--- src/rtl/serial_subtractor_if.sv ---
// ============================================================================
// Module      : serial_subtractor_if
// Description : Start/busy/done handshake and operand/result bus for the
//               bit-serial subtractor.
// Revision    : 1.0 - initial release
// ============================================================================
`default_nettype none

interface serial_subtractor_if #(
    parameter int WIDTH = 8
);
    logic             start;
    logic [WIDTH-1:0] a;
    logic [WIDTH-1:0] b;
    logic             b_in;
    logic             busy;
    logic             done;
    logic [WIDTH-1:0] diff;
    logic             borrow;
    logic             overflow;

    modport master (
        output start, a, b, b_in,
        input  busy, done, diff, borrow, overflow
    );

    modport slave (
        input  start, a, b, b_in,
        output busy, done, diff, borrow, overflow
    );
endinterface

`default_nettype wire

--- src/rtl/serial_subtractor.sv ---
// ============================================================================
// Module      : serial_subtractor
// Description : Bit-serial two's-complement subtractor, diff = a - b - b_in,
//               one bit per clock LSB first, with registered borrow chain.
// Revision    : 1.0 - initial release
// ============================================================================
`default_nettype none

module serial_subtractor #(
    parameter int WIDTH = 8
) (
    input  wire                 clk,
    input  wire                 rst_n,
    serial_subtractor_if.slave  bus
);

    localparam int              c_CNT_W = $clog2(WIDTH);
    localparam logic [c_CNT_W-1:0] c_LAST = c_CNT_W'(WIDTH - 1);

    localparam logic [1:0] S_IDLE  = 2'd0;
    localparam logic [1:0] S_SHIFT = 2'd1;
    localparam logic [1:0] S_DONE  = 2'd2;

    logic [1:0]         r_state;
    logic [1:0]         w_state_next;
    logic [WIDTH-1:0]   r_a;
    logic [WIDTH-1:0]   r_b;
    logic               r_br;
    logic [c_CNT_W-1:0] r_cnt;
    logic [WIDTH-2:0]   r_part;
    logic [WIDTH-1:0]   r_diff;
    logic               r_borrow;
    logic               r_overflow;

    logic               w_accept;
    logic               w_shift;
    logic               w_last;
    logic               w_ai;
    logic               w_bi;
    logic               w_d;
    logic               w_br_next;
    logic [WIDTH-1:0]   w_part_next;

    assign w_accept = bus.start && ((r_state == S_IDLE) || (r_state == S_DONE));
    assign w_shift  = (r_state == S_SHIFT);
    assign w_last   = w_shift && (r_cnt == c_LAST);

    // Full-subtractor cell on the current LSBs and the registered borrow
    assign w_ai        = r_a[0];
    assign w_bi        = r_b[0];
    assign w_d         = w_ai ^ w_bi ^ r_br;
    assign w_br_next   = (~w_ai & w_bi) | (~(w_ai ^ w_bi) & r_br);
    assign w_part_next = {w_d, r_part};

    // State register
    always_ff @(posedge clk or negedge rst_n) begin
        if (!rst_n) begin
            r_state <= S_IDLE;
        end else begin
            r_state <= w_state_next;
        end
    end

    // Next-state logic
    always_comb begin
        w_state_next = r_state;
        case (r_state)
            S_IDLE:  if (w_accept) w_state_next = S_SHIFT;
            S_SHIFT: if (w_last)   w_state_next = S_DONE;
            S_DONE:  w_state_next = w_accept ? S_SHIFT : S_IDLE;
            default: w_state_next = S_IDLE;
        endcase
    end

    // Output decode, purely from registered state
    always_comb begin
        bus.busy = 1'b0;
        bus.done = 1'b0;
        case (r_state)
            S_SHIFT: bus.busy = 1'b1;
            S_DONE:  bus.done = 1'b1;
            default: ;
        endcase
    end

    // Operand/partial datapath
    always_ff @(posedge clk or negedge rst_n) begin
        if (!rst_n) begin
            r_a    <= '0;
            r_b    <= '0;
            r_br   <= 1'b0;
            r_cnt  <= '0;
            r_part <= '0;
        end else if (w_accept) begin
            r_a    <= bus.a;
            r_b    <= bus.b;
            r_br   <= bus.b_in;
            r_cnt  <= '0;
            r_part <= '0;
        end else if (w_shift) begin
            r_a    <= r_a >> 1;
            r_b    <= r_b >> 1;
            r_br   <= w_br_next;
            r_cnt  <= r_cnt + c_CNT_W'(1);
            r_part <= w_part_next[WIDTH-1:1];
        end
    end

    // Results update only on the completion edge and hold otherwise
    always_ff @(posedge clk or negedge rst_n) begin
        if (!rst_n) begin
            r_diff     <= '0;
            r_borrow   <= 1'b0;
            r_overflow <= 1'b0;
        end else if (w_last) begin
            r_diff     <= w_part_next;
            r_borrow   <= w_br_next;
            r_overflow <= r_br ^ w_br_next;
        end
    end

    assign bus.diff     = r_diff;
    assign bus.borrow   = r_borrow;
    assign bus.overflow = r_overflow;

endmodule

`default_nettype wire

--- src/flat_wrapper.sv ---
// flat-port wrapper written by rule: the top's interface ports become plain ports
module serial_subtractor_flat 
#(
    parameter int WIDTH = 8
)
  (clk, rst_n, bus_start, bus_a, bus_b, bus_b_in, bus_busy, bus_done, bus_diff, bus_borrow, bus_overflow);
  serial_subtractor_if #(.WIDTH(WIDTH)) bus_i ();
  input  wire clk;
  input  wire rst_n;
  input wire logic [$bits(bus_i.start)-1:0] bus_start;
  input wire logic [$bits(bus_i.a)-1:0] bus_a;
  input wire logic [$bits(bus_i.b)-1:0] bus_b;
  input wire logic [$bits(bus_i.b_in)-1:0] bus_b_in;
  output wire logic [$bits(bus_i.busy)-1:0] bus_busy;
  output wire logic [$bits(bus_i.done)-1:0] bus_done;
  output wire logic [$bits(bus_i.diff)-1:0] bus_diff;
  output wire logic [$bits(bus_i.borrow)-1:0] bus_borrow;
  output wire logic [$bits(bus_i.overflow)-1:0] bus_overflow;
  assign bus_i.start = bus_start;
  assign bus_i.a = bus_a;
  assign bus_i.b = bus_b;
  assign bus_i.b_in = bus_b_in;
  assign bus_busy = bus_i.busy;
  assign bus_done = bus_i.done;
  assign bus_diff = bus_i.diff;
  assign bus_borrow = bus_i.borrow;
  assign bus_overflow = bus_i.overflow;
  serial_subtractor #(.WIDTH(WIDTH)) u_core (.clk(clk), .rst_n(rst_n), .bus(bus_i));
endmodule
--- config.mk ---
export PLATFORM = sky130hd
export DESIGN_NAME = serial_subtractor_flat
export DESIGN_NICKNAME = d
export VERILOG_FILES = /design/src/rtl/serial_subtractor_if.sv /design/src/rtl/serial_subtractor.sv /design/src/flat_wrapper.sv
export SDC_FILE = /design/constraint.sdc
export NUM_CORES = 1
export LEC_CHECK = 0
export BUFFER_PORTS_ARGS = -buffer_cell sky130_fd_sc_hd__buf_2
export CAP_MARGIN = 20
export CORE_MARGIN = 10
export CORE_UTILIZATION = 31
export CTS_BUF_LIST = sky130_fd_sc_hd__clkbuf_4 sky130_fd_sc_hd__clkbuf_8 sky130_fd_sc_hd__clkbuf_16
export CTS_CLUSTER_DIAMETER = 80
export DETAILED_ROUTE_END_ITERATION = 8
export GPL_TIMING_DRIVEN = 0
export HOLD_SLACK_MARGIN = 0.06
export PLACE_DENSITY = 0.51
export RECOVER_POWER = 50
export SKIP_CTS_REPAIR_TIMING = 1
export SYNTH_ARGS = -nofsm -noshare
export SYNTH_HDL_FRONTEND = slang
export SYNTH_SLANG_ARGS = --single-unit
--- constraint.sdc ---
create_clock -name clk -period 1.8 [get_ports clk]
set_input_delay 0.36 -clock clk [delete_from_list [all_inputs] [get_ports clk]]
set_output_delay 0.36 -clock clk [all_outputs]
set_load 0.005 [all_outputs]
==> results of run 1 <==
-- area by class of cell --
type	instances	area, um^2	area share, %
buffer	9	72.6	3.53
clock buffer	6	76.3	3.72
inverter	4	22.5	1.10
multi-input combinational	90	667	32.5
sequential	39	977	47.6
tap	72	90.1	4.39
timing repair buffer	30	148	7.19
-- kinds of logic after synthesis --
family / share of synthesized area (%)
adder cells (fa/ha/maj): 2.59
XOR/XNOR: 0.504
multiplexers: 10.0
buffers and inverters: 5.54
AND/OR/NAND/NOR: 11.8
flip-flops: 56.1
AO/OA/AOI/OAI: 13.5
-- state kept, by name, summed over array words and instances (netlist names) --
name                 cells
u_core.bus.diff          8
u_core.r_a               8
u_core.r_b               8
u_core.r_part            7
u_core.r_cnt             3
u_core.r_state           2
u_core.bus.borrow        1
u_core.bus.overflow      1
u_core.r_br              1
-- cells in the final DEF (no fill, tap or decap), drive strengths merged --
master  instances
buf            35
nor2b           5
xor2            1
nand2           2
o22ai          12
nand3           1
nor2           15
ha              2
dfrtp          39
a21oi           4
nand3b          1
mux2           12
fa              1
o21ai           4
clkbuf         10
mux2i           2
inv             4
a22o           11
a211oi          3
nand2b          2
nor3           12
-- metrics by stage --
stage               cells  cell area (um^2)  hold WS [ns]  total power (uW)
floorplan             142              1740        0.0644              2690
global placement      244              1980         0.459              3060
detailed placement    244              1980         0.466              3120
CTS                   250              2060         0.222              3690
global route          250              2050         0.294              3960
finish                250              2050         0.222              3620
-- per-layer routing --
layer / part of all wire, % / vias up / wire length, um
met5: 0 / - / 0
li1: - / 588 / -
met3: 9.5 / 4 / 345
met1: 45 / 586 / 1610
met2: 44 / 27 / 1610
met4: 1.5 / 0 / 55
-- Yosys cell counts (4+ instances only) --
cell type and instances:
sky130_fd_sc_hd__a21oi_1 4, sky130_fd_sc_hd__nor2_1 14, sky130_fd_sc_hd__mux2_2 7, sky130_fd_sc_hd__nor2b_1 4, sky130_fd_sc_hd__dfrtp_1 39, sky130_fd_sc_hd__nor3_1 12
sky130_fd_sc_hd__buf_4 4, sky130_fd_sc_hd__mux2_4 5, sky130_fd_sc_hd__o21ai_0 4, sky130_fd_sc_hd__o22ai_1 12, sky130_fd_sc_hd__a22o_1 11
-- critical path, cell delays in order (launching register included) --
cell	delay [ns]
sky130_fd_sc_hd__dfrtp_2	0.47
sky130_fd_sc_hd__nand2b_1	0.09
sky130_fd_sc_hd__buf_4	0.18
sky130_fd_sc_hd__inv_8	0.06
sky130_fd_sc_hd__buf_6	0.14
sky130_fd_sc_hd__buf_2	0.13
-- where the power goes --
group | switching (uW) | total (uW) | leakage, uW | internal [uW]
combinational | 705 | 1510 | 0.000449 | 803
sequential | 270 | 1560 | 0.000480 | 1290
clock | 275 | 548 | 0.0000406 | 273
-- how the worst min path moves through the flow --
stage,slack [ns],to,start
after floorplan,0.06,u_core.bus.borrow$_DFFE_PN0P_,rst_n
after global placement,0.46,u_core.bus.overflow$_DFFE_PN0P_,u_core.bus.overflow$_DFFE_PN0P_
after detailed placement,0.47,u_core.bus.overflow$_DFFE_PN0P_,u_core.bus.overflow$_DFFE_PN0P_
after CTS,0.22,u_core.r_b[0]$_DFFE_PN0P_,rst_n
after global routing,0.29,u_core.r_b[7]$_DFFE_PN0P_,bus_b[7]
final,0.22,u_core.r_part[3]$_DFFE_PN0P_,rst_n
==> impl_summary.md, run 1 <==
Timing
The worst-margin pin slew is 0.969 ns. Setup repair after global routing left no endpoint under its margin. The number of setup violations in the final report is 0. Static timing analysis puts the maximum clock frequency at 582 MHz. Counting I/O delays and the setup requirement, the final critical path takes 1.72 ns.

The worst setup margin is 0.0813 ns. The number of failing hold endpoints at the final stage is 0. The clock arrives with 0.00522 ns of skew. In the final timing run, aggregate negative setup slack is 0 ns. The number of max-slew violations in the final report was 0.

The part of the cycle the worst path needs is 95.5%. Headroom to the max-slew limit came out at 35.4%.

Worst setup path
The register-to-register setup slack is 0.26 ns. Tracing the worst setup path back leads to its startpoint at u_core.r_state[0]$_DFFE_PN0P_. The cell depth of the worst flop-to-flop path is 5. The signal arrival time at the worst endpoint is 1.36 ns. In this run the worst setup path terminates at bus_busy. STA classifies the critical path startpoint as a flip-flop.

In this run the critical register-to-register path is launched from u_core.r_cnt[0]$_DFFE_PN0P_. The data required time at the worst endpoint is 1.44 ns. The worst setup path is captured at an output pin. The maximum fanout encountered on the critical timing path is 10.

The endpoint identified for the worst register-to-register timing path is u_core.bus.diff[5]$_DFFE_PN0P_. The type of the worst setup path is reg -> out.

Yosys
The part of the Yosys area used for sequential elements is 56.1%. The Yosys step of the flow raised 0 warnings. The biggest area consumer among synthesized cells is sky130_fd_sc_hd__dfrtp_1. Among all flip-flop cells after synthesis, the most frequent one is sky130_fd_sc_hd__dfrtp_1. Counting flops and latches in the post-synthesis netlist gives 39. The share of synthesized area in the top cell type comes to 56.1%. The number of enable flip-flop cells after synthesis is 0. Counting every instance in the synthesized netlist gives 142. Summing every instance area after synthesis gives 1740 um^2.

The synthesized netlist contains 27 unique library cells. The per-instance average area after synthesis is 12.2 um^2. The proportion of synthesized flip-flops having asynchronous set or reset is 100%.

By area the synthesized netlist is led by sky130_fd_sc_hd__dfrtp_1, sky130_fd_sc_hd__a22o_1, sky130_fd_sc_hd__mux2_2, sky130_fd_sc_hd__mux2_4, sky130_fd_sc_hd__o22ai_1. The post-synthesis net count is 165.

Floorplanning
The die covers 9010 um^2. The die is 94.9 um wide. The initial cell density of the core is 31.8%. The area of the core is 5470 um^2. 32 I/O pins were placed.

The height of the die is 94.9 um. Row generation in the floorplan step produced 27 rows.

Place
Buffers placed on the I/O ports in this run total 30. At the end of routability-driven placement, the weighted congestion stood at 0.748. Summed over all nets, the half-perimeter wirelength after detailed placement is 2630 um. Prior to clock tree synthesis, the placed netlist has a worst setup slack of 0.272 ns.

Cells and area
The number of filler cells placed in the layout is 569. The post-route netlist has 33.7% of its cells at a drive strength greater than 1. The net count reported at finish is 202. The final antenna diode count is 0. Compared with the post-synthesis result, the final layout area differs by 18.1%. Once layout is complete, the utilization of the core stands at 37.5%.

Drt
After detailed routing, the number of vias per cell comes to 4.82. The final wirelength is 3620 um. Once detail routing completed, the nets flagged for antenna violations numbered 0.

For this block, the initial DRC count from the detailed router was 66. After detailed routing, the number of remaining DRC violations is 0. Across all layers, the routed design uses 1205 vias. The wire length per cell is 14.5 um. The first TritonRoute pass finished after 4 iterations.

Global routing
The global-route usage over all layers is 9.07%. The met2 capacity usage during global routing is 13.4%. Global routing used 10.3% of the available met1 tracks.

The initial antenna violation count is 0. The total congestion overflow is 0. The largest net degree at the start of global routing is 40. The wire length of the first global-routing pass is 6350 um.

The routing usage on met3 is 5.79%. The via count of the first global-routing pass is 1296. The global routing stage identified its most utilized layer as met2.

CTS
TritonCTS built the clock tree. The number of clock sinks is 39. The cell chosen for the clock root is sky130_fd_sc_hd__clkbuf_8.

The clock latency on the worst-skew pair is 0.28 ns. In this run, CTS created clock tree buffers numbering 5. The clock-pin slew on the worst setup and hold paths is 0.07 ns. The longest clock path from root to sink contains 2 buffers. The H-tree was split into 2 levels.

Job
Max-cap violations in this run came to 0.

Run status
The flow ran to the end, and the final reports show no timing, DRC or antenna violations.

Power
The worst-case IR drop observed on VDD is 683 uV. The standby leakage power is 0.000970 uW. The power per unit of standard cell area is 1760 nW/um^2.

Hold path
The tightest min-delay check is of the in -> async type.
Power figures use the tool's default switching activity.
==> run 2, diff against run 1 <==
CELL_PAD_IN_SITES_DETAIL_PLACEMENT = 2   (was default)
CELL_PAD_IN_SITES_GLOBAL_PLACEMENT = 2   (was default)
PLACE_DENSITY = 0.7   (was 0.51)
==> impl_summary.md, run 2 (same netlist as run 1, synthesis figures left out) <==
Run status
The run finished with clean final reports.

Timing
The number of max-slew violations in the final report came to 0. The number of failing hold endpoints at the final stage is 0. The achievable clock frequency is 613 MHz. The clock period minus final worst setup slack is 1.63 ns.

Of the available clock period, the critical path in the final layout requires 90.6%. Across all setup checks in the final design, the least slack found is 0.170 ns. The relative slew slack is 33.6%. Adding up every negative setup slack in the final design gives 0 ns. Hold timing on the final database bottoms out at a slack of 0.233 ns. The worst-case clock skew is 0.00199 ns.

The number of setup violations in the final report is 0. Setup repair after global routing left no endpoint under its margin. For the pin with the worst max-slew slack, the measured transition is 0.996 ns.

Worst setup path
The family of cells with the greatest summed delay on the critical path is buffers and inverters. The worst setup path is of the reg -> out kind. The data required time at the worst endpoint is 1.44 ns.

The critical path's largest stage delay is 0.39 ns. The critical path contains buffers and inverters numbering 3 combined. The signal on the critical path passes through nand2b_1 -> buf_4 -> inv_8 -> buf_2. The startpoint of the lowest-slack register-to-register path is u_core.r_cnt[0]$_DFFE_PN0P_. In this run the worst path has a maximum fanout of 19.

For this design, the slowest cell found on the critical path is sky130_fd_sc_hd__dfrtp_1. The critical path launch point is u_core.r_state[1]$_DFFE_PN0P_. The worst setup path is captured at an output pin. The critical path startpoint category is a flip-flop. The signal arrival time at the worst endpoint is 1.27 ns.

Power
Per report_power, the sequential group accounts for 42.0% of the total. The standby leakage power is 0.000975 uW. The net switching power is 1340 uW. In this run, the combinational gates consume 42.1% of the power. The worst voltage drop across the vdd grid is 609 uV.

In this run the power density over the cells is 1810 nW/um^2. The clock power share is 15.9%. Of the total power, the share spent switching nets is 35.9%.

The internal power is 2400 uW. The total power is 3740 uW.

CTS
The maximum buffer depth of the clock tree is 2. Buffers inserted during clock tree synthesis total 5. The H-tree was split into 2 levels. The clock net in this run drives a total of 39 sinks. The TritonCTS clock tree is yes. Clock latency on the worst-skew pair, taken at its later pin, is 0.28 ns.

The cell chosen for the clock root is sky130_fd_sc_hd__clkbuf_8. The clock-pin slew on the worst setup and hold paths is 0.07 ns.

Drt
For this run, design rule violations remaining after detail routing come to 0. In the final routed layout, each cell accounts on average for 17.2 um. For this run, the detailed router's first-pass iteration total came to 4.

The via count is 1268. The count of antenna-violating nets left after detailed routing is 0. The final wirelength is 4340 um. In the routed layout, each cell is associated on average with a via count of 5.03.

For this block, the initial DRC count from the detailed router was 29.

Cells and area
0 antenna diodes ended up in the layout. Leaving out fill and tap cells, the most frequent cell in the layout is sky130_fd_sc_hd__dfrtp_1. The number of filler cells placed in the layout is 610. Once layout is complete, the cells apart from fillers number 252.

In the final layout, the share of cells above drive strength 1 is 33.9%. The net count reported at finish is 203. The area growth from synthesis to layout is 18.8%. Leaving out fill and tap cells, the most frequent cells in the layout are sky130_fd_sc_hd__dfrtp_1, sky130_fd_sc_hd__buf_2, sky130_fd_sc_hd__nor2_1.

Place
The pre-CTS setup slack is 0.238 ns. The weighted congestion reported at the end of routability-driven placement is 0.743. Once detailed placement completed, the half-perimeter wirelength came to 3180 um. Buffers placed on the I/O ports in this run total 30. The instance count after placement with tap cells included is 244.

Floorplanning
The number of top-level design ports is 32. Once the floorplan was initialized, standard cells occupied 31.8% of the core. The area of the core is 5470 um^2. The initialized floorplan defines 27 standard-cell rows.

The height of the die is 94.9 um. Measured along the x axis, the die boundary spans 94.9 um. The floorplan die area is 9010 um^2.

Job
Across the run, the number of max-cap violations was 0.

Hold path
The path category of the worst min-delay check is in -> async.

Global routing
The via count of the first global-routing pass is 1469. The wire length of the first global-routing pass is 7460 um. The total overflow left after global routing is 0. The initial antenna violation count is 0.

The largest net degree at the start of global routing is 40. The global-route usage over all layers is 10.6%.
## run 2: cell types whose count changed in the layout (fill, tap and decap cells not counted), sizes merged
cell    delta
clkbuf     +1
clkinv     +1
## run 2: cell type report
| type | count | area (um^2) | share of cell area [%] |
|---|---|---|---|
| inverters | 4 | 22.5 | 1.09 |
| multi-input cells | 90 | 667 | 32.3 |
| well taps | 72 | 90.1 | 4.36 |
| repair buffers | 32 | 161 | 7.81 |
| plain buffers | 8 | 61.3 | 2.97 |
| flip-flops and latches | 39 | 977 | 47.3 |
| clock buffers | 6 | 82.6 | 4.00 |
| clock inverters | 1 | 5.00 | 0.242 |
## run 2: metrics by stage
stage / area (um^2) / utilization (%)
after floorplan: 1740 / -
after global placement: 1980 / 36.2
after detailed placement: 1980 / 36.2
after CTS: 2070 / 37.8
after global routing: 2070 / 37.8
final: 2070 / 37.8
## run 2: worst register-to-register path, delay by kind of cell, from the launching register on
| kind | cells | cell delay [ns] |
|---|---|---|
| simple gates | 1 | 0.12 |
| fa+ha+maj | 2 | 0.45 |
| mux | 1 | 0.31 |
| flops | 1 | 0.40 |
| buf+inv | 1 | 0.16 |
## run 2: per-layer routing
layer / vias up / GRT usage [%] / part of all wire (%)
met5: - / 0 / 0
met4: 0 / 2.99 / 0.53
met3: 2 / 4.12 / 6.1
met2: 26 / 18.2 / 51
met1: 656 / 12.0 / 42
li1: 584 / - / -
## run 2: power groups by stage
stage	Clock, uW	Sequential (uW)	Combinational (uW)
2_1_floorplan	0	1520	1160
3_3_place_gp	0	1560	1510
3_5_place_dp	0	1600	1610
4_1_cts	631	1590	1620
5_1_grt	670	1640	1820
6_report	596	1570	1570
## run 2: worst paths after layout
check	slack, ns	cells past startpoint	endpoint
min	0.23	1	u_core.bus.diff[4]$_DFFE_PN0P_
max reg2reg	0.25	5	u_core.bus.diff[5]$_DFFE_PN0P_
min in group clk	0.30	2	u_core.r_b[7]$_DFFE_PN0P_
max	0.17	4	bus_busy
max in group asynchronous	0.89	1	u_core.r_state[0]$_DFFE_PN0P_
min reg2reg	0.49	2	u_core.bus.borrow$_DFFE_PN0P_
==> run 3, diff against run 2 <==
==> constraint.sdc (replaced) <==
create_clock -name clk -period 1.8 [get_ports clk]
set_input_delay 0.18 -clock clk [delete_from_list [all_inputs] [get_ports clk]]
set_output_delay 0.18 -clock clk [all_outputs]
set_load 0.005 [all_outputs]
==> impl_summary.md, run 3 (same netlist as run 1, synthesis figures left out) <==
Cells and area
Measured on the finished design, the core utilization comes to 37.7%. The number of antenna diodes in the final layout is 0. The total area of multi-input combinational cells is 667 um^2. Summing all flip-flop and latch instances after layout gives 976 um^2. The area of all placed cells without fillers is 2060 um^2.

Of the cells placed in the final design, the portion with a size suffix greater than 1 is 33.0%. In the layout the commonest cells are sky130_fd_sc_hd__dfrtp_1, sky130_fd_sc_hd__buf_2, sky130_fd_sc_hd__nor2_1. The final layout contains 202 nets. The area growth from synthesis to layout is 18.6%.

The layout has 612 filler cells. Leaving out fill and tap cells, the most frequent cell in the layout is sky130_fd_sc_hd__dfrtp_1.

Drt
The first detailed-routing pass took 3 iterations. The number of remaining DRC errors is 0. Using the TritonRoute via totals, the vias-per-cell ratio works out to 4.99. The count of antenna-violating nets left after detailed routing is 0. The detailed router finished its first iteration with 34 violations. The final wirelength is 4320 um.

The routed layout has 1252 vias. The wire length per cell is 17.2 um.

Place
Routability-driven placement finished with a final weighted congestion of 0.743. The post-place instance area is 1980 um^2. The detailed placement HPWL is 3180 um. The number of port buffers is 30.

Global routing
The first global-routing pass estimated 7460 um of wire. The initial antenna violation count is 0. The largest net degree at the start of global routing is 40.

In the global route stage, overall resource usage came out at 10.6%. The via count of the first global-routing pass was 1469. Global routing finished with a remaining overflow of 0.

Power
The worst-case IR drop observed on VDD is 584 uV. The standby leakage power is 0.000972 uW. The power per unit of standard cell area is 1810 nW/um^2. Overall power consumption after layout is estimated at 3730 uW.

Floorplanning
In this run the horizontal extent of the chip is 94.9 um. The initial cell density of the core is 31.8%. The floorplan die area is 9010 um^2.

In this run the count of I/O pins placed on the die edge is 32. The die is 94.9 um tall. The initialized floorplan defines 27 standard-cell rows. In this run the standard cell core region covers 5470 um^2.

Timing
The achievable clock frequency is 625 MHz. Setup violations remaining at the end of the flow were counted as 0. The number of failing hold endpoints at the final stage came to 0. For the pin with the worst max-slew slack, the measured transition is 0.994 ns. In the final timing run, aggregate negative setup slack is 0 ns. The relative slew slack is 33.7%. The number of max-slew violations in the final report is 0. Setup repair after global routing left no endpoint under its margin. The worst-case clock skew is 0.00150 ns. Final hold analysis gives a worst-case slack of 0.0508 ns. The clock period minus final worst setup slack is 1.60 ns. The part of the cycle the worst path needs is 88.9%.

CTS
Clock-pin slew was measured on the worst setup and hold paths at 0.07 ns. The maximum buffer depth of the clock tree is 2. Counting the buffers created by CTS gives 5. The number of clock sinks is 39. TritonCTS built the clock tree. Clock latency on the worst-skew pair, taken at its later pin, is 0.28 ns. The cell chosen for the clock root is sky130_fd_sc_hd__clkbuf_8.

The maximum level of the CTS H-tree is 2.

Worst setup path
The maximum fanout encountered on the critical timing path is 10. For the worst setup path, the data arrival time is 1.42 ns. STA puts the critical path data required time at 1.62 ns.

STA classifies the critical path startpoint as a flip-flop. The cell depth of the worst flop-to-flop path is 5. The worst setup path is of the reg -> out kind. The element type at the critical path end is an output pin.

Job
Max-cap violations in this run came to 0.

Hold path
In this run the worst hold path is classified as in -> async.

Run status
The run finished with clean final reports.
==> run 3: through the flow <==
step                      setup slack [ns]  cells
after floorplan                      0.373    142
after global placement               0.295    244
after detailed placement             0.238    244
after CTS                            0.154    251
after global routing                0.0504    251
final                                0.199    251
==> run 3: path summary, 6_finish.rpt <==
path                            slack [ns]                              to                           from
worst max-delay path                  0.20                        bus_busy  u_core.r_state[0]$_DFFE_PN0P_
worst min-delay path                  0.05  u_core.bus.diff[4]$_DFFE_PN0P_                          rst_n
worst max register to register        0.25  u_core.bus.diff[5]$_DFFE_PN0P_    u_core.r_cnt[0]$_DFFE_PN0P_
worst min register to register        0.49   u_core.bus.borrow$_DFFE_PN0P_  u_core.bus.borrow$_DFFE_PN0P_
max in group asynchronous             1.14       u_core.r_b[7]$_DFFE_PN0P_                          rst_n
min in group clk                      0.12       u_core.r_b[7]$_DFFE_PN0P_                       bus_b[7]
==> run 3: area by class of cell <==
cell class                      instances  share of cell area, %
Multi-Input combinational cell         90                   32.3
Timing Repair Buffer                   30                   7.04
Tap cell                               72                   4.37
Buffer                                  9                   3.58
Sequential cell                        39                   47.3
Clock inverter                          1                  0.243
Inverter                                4                   1.09
Clock buffer                            6                   4.00
==> run 3: power breakdown <==
| group | leakage [uW] | switching (uW) | internal [uW] |
|---|---|---|---|
| Sequential | 0.000480 | 288 | 1290 |
| Combinational | 0.000444 | 753 | 804 |
| Clock | 0.0000470 | 295 | 301 |
| Total | 0.000972 | 1340 | 2390 |
==> run 3: metal layers <==
metal  GRT usage [%]  share of wire (%)  up-vias
met2            18.2                 50       28
met4            2.99               0.53        0
met1            12.0                 43      640
met3            4.12                6.3        2
met5               0                  0        -
li1                -                  -      582
==> run 3: critical path, stage by stage, from the launching register on <==
cell	delay (ns)
sky130_fd_sc_hd__dfrtp_1	0.50
sky130_fd_sc_hd__nand2b_1	0.09
sky130_fd_sc_hd__buf_4	0.18
sky130_fd_sc_hd__inv_8	0.09
sky130_fd_sc_hd__buf_6	0.14
sky130_fd_sc_hd__buf_2	0.12
